==> src/rtl/fir_folded_tdm.sv <==
// fir_folded_tdm: time-multiplexed symmetric FIR. N_TAPS/2 unique coefficients
// share one multiplier behind a pre-adder, one MAC per cycle, then a
// floor/saturate conversion to NB_OUTPUT bits.
// Build option: FIR_ROUND_EN selects round-half-up instead of floor before
// the LSB drop; latency is the same in both builds.
module fir_folded_tdm #(
    parameter int NB_INPUT  = 16,
    parameter int NB_COEF   = 16,
    parameter int NB_OUTPUT = 18,
    parameter int N_TAPS    = 8,
    localparam int H        = N_TAPS / 2,
    localparam int AW       = (H > 1) ? $clog2(H) : 1
) (
    input  logic                 i_clk,
    input  logic                 i_rst,
    input  logic [NB_INPUT-1:0]  i_data,
    input  logic                 i_valid,
    output logic                 o_ready,
    input  logic                 i_coef_we,
    input  logic [AW-1:0]        i_coef_addr,
    input  logic [NB_COEF-1:0]   i_coef_data,
    output logic [NB_OUTPUT-1:0] o_data,
    output logic                 o_valid
);
    localparam int IW  = $clog2(N_TAPS);
    localparam int GB  = $clog2(H);
    localparam int PW  = NB_INPUT + 1;
    localparam int MW  = NB_INPUT + NB_COEF + 1;
`ifdef FIR_ROUND_EN
    localparam int RB  = 1;
`else
    localparam int RB  = 0;
`endif
    localparam int ACW = MW + GB + RB;
    localparam int SW  = ACW - (NB_COEF - 1);
    localparam int WW  = ((SW > NB_OUTPUT) ? SW : NB_OUTPUT) + 1;

    localparam logic signed [WW-1:0] OMAX = {{(WW-NB_OUTPUT+1){1'b0}}, {(NB_OUTPUT-1){1'b1}}};
    localparam logic signed [WW-1:0] OMIN = {{(WW-NB_OUTPUT+1){1'b1}}, {(NB_OUTPUT-1){1'b0}}};
    localparam logic [NB_OUTPUT-1:0] SAT_MAX = {1'b0, {(NB_OUTPUT-1){1'b1}}};
    localparam logic [NB_OUTPUT-1:0] SAT_MIN = {1'b1, {(NB_OUTPUT-1){1'b0}}};

    typedef enum logic [1:0] {S_IDLE, S_MAC, S_OUT} state_t;

    state_t                     state;
    logic signed [NB_INPUT-1:0] x      [N_TAPS];
    logic signed [NB_COEF-1:0]  shadow [H];
    logic signed [NB_COEF-1:0]  active [H];
    logic [AW-1:0]              k;
    logic signed [ACW-1:0]      acc;

    logic [IW-1:0]              idx_lo, idx_hi;
    logic signed [PW-1:0]       pre;
    logic signed [MW-1:0]       prod;
    logic signed [ACW-1:0]      acc_nxt;
    logic signed [ACW-1:0]      acc_r;
    logic signed [WW-1:0]       sh_w;
    logic [NB_OUTPUT-1:0]       sat;

    // Idle means ready, but never while reset is being held.
    assign o_ready = (state == S_IDLE) && !i_rst;

    // One folded tap pair per cycle: pre-add the mirrored samples, multiply, accumulate.
    always_comb begin
        idx_lo  = IW'(k);
        idx_hi  = IW'(N_TAPS - 1) - IW'(k);
        pre     = PW'(x[idx_lo]) + PW'(x[idx_hi]);
        prod    = MW'(pre) * MW'(active[k]);
        acc_nxt = acc + ACW'(prod);
    end

    // Drop the coefficient fraction bits (optionally rounding first), then clamp.
    always_comb begin
`ifdef FIR_ROUND_EN
        acc_r = acc + (ACW'(1) <<< (NB_COEF - 2));
`else
        acc_r = acc;
`endif
        sh_w = {{(WW-SW){acc_r[ACW-1]}}, acc_r[ACW-1:NB_COEF-1]};
        if (sh_w > OMAX)      sat = SAT_MAX;
        else if (sh_w < OMIN) sat = SAT_MIN;
        else                  sat = sh_w[NB_OUTPUT-1:0];
    end

    // Shadow bank takes writes at any time; out-of-range addresses are dropped.
    always_ff @(posedge i_clk) begin
        if (i_rst) begin
            for (int i = 0; i < H; i++) shadow[i] <= '0;
        end else if (i_coef_we && int'(i_coef_addr) < H) begin
            shadow[i_coef_addr] <= i_coef_data;
        end
    end

    // Control FSM plus datapath registers: accept -> H MAC cycles -> output.
    always_ff @(posedge i_clk) begin
        if (i_rst) begin
            state   <= S_IDLE;
            k       <= '0;
            acc     <= '0;
            o_data  <= '0;
            o_valid <= 1'b0;
            for (int i = 0; i < N_TAPS; i++) x[i] <= '0;
            for (int i = 0; i < H; i++) active[i] <= '0;
        end else begin
            o_valid <= 1'b0;
            case (state)
                S_IDLE: begin
                    if (i_valid) begin
                        x[0] <= i_data;
                        for (int i = 1; i < N_TAPS; i++) x[i] <= x[i-1];
                        // A write landing on the accept edge must reach the active bank too.
                        for (int i = 0; i < H; i++)
                            active[i] <= (i_coef_we && int'(i_coef_addr) == i) ? i_coef_data : shadow[i];
                        acc   <= '0;
                        k     <= '0;
                        state <= S_MAC;
                    end
                end
                S_MAC: begin
                    acc <= acc_nxt;
                    if (k == AW'(H - 1)) state <= S_OUT;
                    else                 k     <= k + 1'b1;
                end
                S_OUT: begin
                    o_data  <= sat;
                    o_valid <= 1'b1;
                    state   <= S_IDLE;
                end
                default: state <= S_IDLE;
            endcase
        end
    end
endmodule
==> config.mk <==
export PLATFORM = sky130hd
export DESIGN_NAME = fir_folded_tdm
export DESIGN_NICKNAME = d
export VERILOG_FILES = /design/src/rtl/fir_folded_tdm.sv
export SDC_FILE = /design/constraint.sdc
export NUM_CORES = 1
export LEC_CHECK = 0
export ABC_AREA = 1
export ABC_CLOCK_PERIOD_IN_PS = 14800
export CORE_UTILIZATION = 50
export DETAILED_ROUTE_END_ITERATION = 16
export DONT_BUFFER_PORTS = 1
export GPL_ROUTABILITY_DRIVEN = 0
export PLACE_DENSITY_LB_ADDON = 0.08
export SYNTH_ARGS = -nofsm -noshare
export SYNTH_HDL_FRONTEND = slang
export SYNTH_SLANG_ARGS = --single-unit
==> constraint.sdc <==
create_clock -name i_clk -period 14.8 [get_ports i_clk]
set_input_delay 2.96 -clock i_clk [delete_from_list [all_inputs] [get_ports i_clk]]
set_output_delay 2.96 -clock i_clk [all_outputs]
set_load 0.01 [all_outputs]
## Word-level counts from Yosys, hierarchy flattened

Memory sizes are Yosys's and may differ from the RTL's. A register that Yosys moved wholly into a read port is not among the register bits.
Index checks and enable logic that the tools add are counted.

| cells by class | value |
|---|---|
| mux-type cells | 43 |
| add/subtract/negate cells | 4 |
| bitwise operators | 12 |
| equality and inequality tests | 9 |
| multiply operators | 1 |
| magnitude comparators | 2 |
| reductions and logical operators | 13 |

Operator list:

| operator | number |
|---|---|
| 2-to-1 mux 16 bit | 17 |
| case mux 35 bit (2 select lines) | 1 |
| 2-to-1 mux 18 bit | 2 |
| adder 35 x 33 -> 35 bit | 1 |
| 2-to-1 mux 35 bit | 1 |
| multiplier 17 x 16 -> 33 bit | 1 |
| greater-than comparator 20 x 18 -> 1 bit (second input constant) | 1 |
| < comparator 20 x 18 -> 1 bit (second input constant) | 1 |
| adder 16 x 16 -> 17 bit | 1 |
| OR reduction 16 bit | 1 |
| 2-to-1 mux 2 bit | 7 |
| OR 1 bit | 12 |
| 2-to-1 mux 1 bit | 11 |
| equality test 2 bit (second input constant) | 4 |
| case mux 2 bit (2 select lines) | 2 |
| 2-to-1 mux 3 bit | 2 |
| inequality test 2 bit (second input constant) | 3 |
| logical AND 1 bit | 5 |
| equality test 2 x 1 -> 1 bit (second input constant) | 2 |
| logical NOT 2 bit | 2 |
| AND reduction 2 bit | 2 |
| AND reduction 3 bit | 1 |
| subtractor 3 x 2 -> 3 bit (first input constant) | 1 |
| adder 2 x 1 -> 2 bit (second input constant) | 1 |
| 2 further kinds | 2 |

| storage, ports and cells | value |
|---|---|
| memories kept | 3 |
| memory bits (writable) | 256 |
| register bits | 58 |
| bits of input ports | 38 |
| output and inout bits | 20 |
| logic and storage cells | 92 |

Memories:

| memory | words | bits a word | read ports | clocked after Yosys merged registers in | wr ports | RTL line | RTL |
|---|---|---|---|---|---|---|---|
| x | 8 | 16 | 9 | 1 | 8 | 46 | `logic signed [NB_INPUT-1:0] x [N_TAPS];` |
| active | 4 | 16 | 1 | 1 | 4 | 48 | `logic signed [NB_COEF-1:0] active [H];` |
| shadow | 4 | 16 | 4 | 0 | 4 | 47 | `logic signed [NB_COEF-1:0] shadow [H];` |

## Depth between registers and ports, before layout

An unclocked memory read counts as a cell.

| depth | value |
|---|---|
| depth in word-level cells | 6 |
| depth in mapped cells | 45 |
| mapped depth without buffers | 42 |

## Worst setup path before layout

OpenSTA, ideal clock, no wires.

| timing | value |
|---|---|
| path kind | input to register |
| from | input port i_rst |
| to | memory active[0][0] (enable) |
| stages on the path | 3 |
| data required time | 13.249 ns |
| data arrival time | 6.369 ns |
| slack | 6.880 ns |
| buffers on the path | 1 |
| library setup time | 1.551 ns |
| cell sequence | buf_2 clkinv_1 nand2_1 |

RTL lines:

| item | RTL line | RTL |
|---|---|---|
| from (decl) | 15 | `input logic i_rst,` |
| to (decl) | 48 |  |

## Final worst setup path

| timing | value |
|---|---|
| from | register k[0] |
| to | register acc[26] |

| between the ends | value |
|---|---|
| cells in the longest elaborated chain, start to end | 6 |

Ends and longest elaborated chain:

| item | RTL line | RTL |
|---|---|---|
| from (decl) | 49 | `logic [AW-1:0] k;` |
| from (signal assigned) | 122 | `else k <= k + 1'b1;` |
| subtractor 3 x 2 -> 3 bit | 66 | `idx_hi = IW'(N_TAPS - 1) - IW'(k);` |
| memory read (8 x 16 bit) | n/a |  |
| adder 16 x 16 -> 17 bit | 67 | `pre = PW'(x[idx_lo]) + PW'(x[idx_hi]);` |
| multiplier 17 x 16 -> 33 bit | 68 | `prod = MW'(pre) * MW'(active[k]);` |
| adder 35 x 33 -> 35 bit | 69 | `acc_nxt = acc + ACW'(prod);` |
| case mux 35 bit (2 select lines) | 106 | `case (state)` |
| to (signal assigned) | 120 | `acc <= acc_nxt;` |
| to (decl) | 50 | `logic signed [ACW-1:0] acc;` |

No other way between the ends.
A chain may end at the register's enable or synchronous reset.

==> impl_metrics.toml <==
[synth]
yosysSeqAreaShare_pct = 33.3
yosysWarnings = 0
syn_area_um2 = 26700
ys_seq_elements = 316
syn-instance-count = 3096
yosys.area.top_type = "edfxtp_1"
synth_nets = 3576
syn-mean-instance-area_um2 = 8.61
synth_area_leaders = "edfxtp_1, fa_1, inv_1"
synth_cell_type_count = 43
synth.top_cell.area_share_pct = 28.8

[setup_path]
crit_path_max_incr_delay_ps = 780
path_max_fanout = 32
cp.required_ps = 15300
crit_type = "flop to flop"
crit_arrival_ps = 9660
cp-end-kind = "flop"
crit_path_frequent_cell = "nand2_1"
crit_path_start_kind = "flop"
critPathSlowestCell = "dfxtp_1"

[place]
post-place-ws_ps = 5770
place_hpwl_mm = 50.9
io_buffers = 0

[finish]
syn_to_final_growth_pct = 6.74
multi_input_area_um2 = 14700
antenna_cells = 0
layout_common_cells = "inv_1, nand2_1, nor2_1, fa_1, a21oi_1"
final.fill_count = 4867
seqCellArea_um2 = 8890
layout_commonest_cell = "inv_1"
nNetsFinal = 3527
drive_gt1_share_pct = 4.33

[clock_network]
cts_max_level = 2
cts_setup_buffers = 0
path_clk_slew_ps = 60
tritoncts = "built"
root_buffer = "clkbuf_16"
postCtsResizedCells = 0
max-clock-path-buffers = 3
clock_latency_ps = 590
cts_buffers = 38
postCtsHoldBufs = 0
cts_sinks = 316

[global_route]
grt_pass1_vias = 20000
grtUsageTotal_pct = 26.2
grt_max_degree = 102
antenna_found_initial = 0
overflow = 0
grt_first_pass_wirelength_mm = 110

[sta]
clock_skew_ps = 31.3
setup_ws_ps = 5640
fin_crit_ps = 9160
slew_violations = 0
worst_slew_pin_slew_ps = 1160
final.period_utilization_pct = 61.9
fin_setup_tns_ps = 0
setup_viol = 0
rsz0062_at_grt = "no"
slew_headroom_pct = 22.9
max_freq_mhz = 109
hold_viol = 0

[floorplan]
fp.coreArea_um2 = 52700
start_util_pct = 50.6
rows = 84
die_height_um = 233
io-pin-count = 58
die_w_um = 233
dieArea_um2 = 54300

[routing]
vias = 19700
routed_wl_mm = 68.0
antenna_left = 0
viasPerCell = 5.23
wire_per_inst_um = 18.1
drc = 0
dr.pass1.iters = 6
drtIter0Drc = 1430

[run]
drv_cap = 0

[hold_path]
hold_path_class = "flop to flop"

[run_status]
outcome = "complete, no violations"
-- cells in the mapped netlist, drive strengths merged --
cell type	count
a32oi	6
or2	23
a31oi	8
o211ai	1
o21a	4
nor4	2
ha	127
nand4	26
o2111ai	1
xnor2	11
nand2	552
nor2	412
clkbuf	82
o21bai	6
a21o	15
nand3b	4
nand3	79
nor3	11
fa	315
edfxtp	256
o31ai	1
clkinv	4
o21ai	93
a21oi	268
buf	26
xor2	4
and2	1
dfxtp	60
inv	698
-- per-stage QoR --
step	instances	utilization (%)	hold slack, ps	instance area [µm²]
2_1_floorplan	3096	-	445	26700
3_3_place_gp	3695	51.8	452	27300
3_5_place_dp	3695	51.8	466	27300
4_1_cts	3762	54.1	476	28500
5_1_grt	3762	54.1	496	28500
6_report	3762	54.1	472	28500
-- routing by layer --
layer	part of all wire, %	vias up	track usage [%]
met1	45	9627	36.3
met2	47	551	43.0
met4	2.1	0	6.76
li1	-	9412	-
met3	5.7	104	4.04
met5	0	-	0
-- cell families (layout without fill, tap and decap cells) --
| family | Yosys count | after routing | share of synthesized area [%] |
|---|---|---|---|
| AOI/OAI and AO/OA | 403 | 403 | 8.22 |
| and+or+nand+nor | 1110 | 1110 | 16.7 |
| xor gates and xnor gates | 15 | 15 | 0.591 |
| adders and majority gates | 442 | 442 | 29.6 |
| buffers and inverters | 810 | 788 | 11.5 |
| DFF | 316 | 316 | 33.3 |
-- sequential cells by signal, summed over array words and instances, names as in the netlist, named ones only --
signal	cells
k	2
state	2
o_valid	1
shadow	64
o_data	18
active	64
x	128
acc	35
-- final timing paths --
kind,cells past startpoint,to,startpoint,slack (ps)
worst max register to register,35,acc[26],k[0],5640
worst min-delay path,2,acc[0],acc[0],470
worst min register to register,2,acc[0],acc[0],470
worst max-delay path,35,acc[26],k[0],5640
-- area by class of cell --
cell class | instances | area share (%)
Sequential cell | 316 | 31.2
Tap cell | 688 | 3.02
Inverter | 702 | 9.26
Multi-Input combinational cell | 1970 | 51.8
Timing Repair Buffer | 19 | 0.501
Clock buffer | 47 | 3.49
Clock inverter | 20 | 0.730
-- worst max-delay path: cells and delay by family, from the launching register on --
kind | cells | cell delay (ps)
compound gates | 4 | 750
flops | 1 | 780
xor+xnor | 1 | 650
simple gates | 14 | 1550
buf+inv | 7 | 1460
fa+ha+maj | 9 | 3890
Power is not shown: default switching activity piles up to over one toggle a cycle in this logic, so the estimate is an artifact.
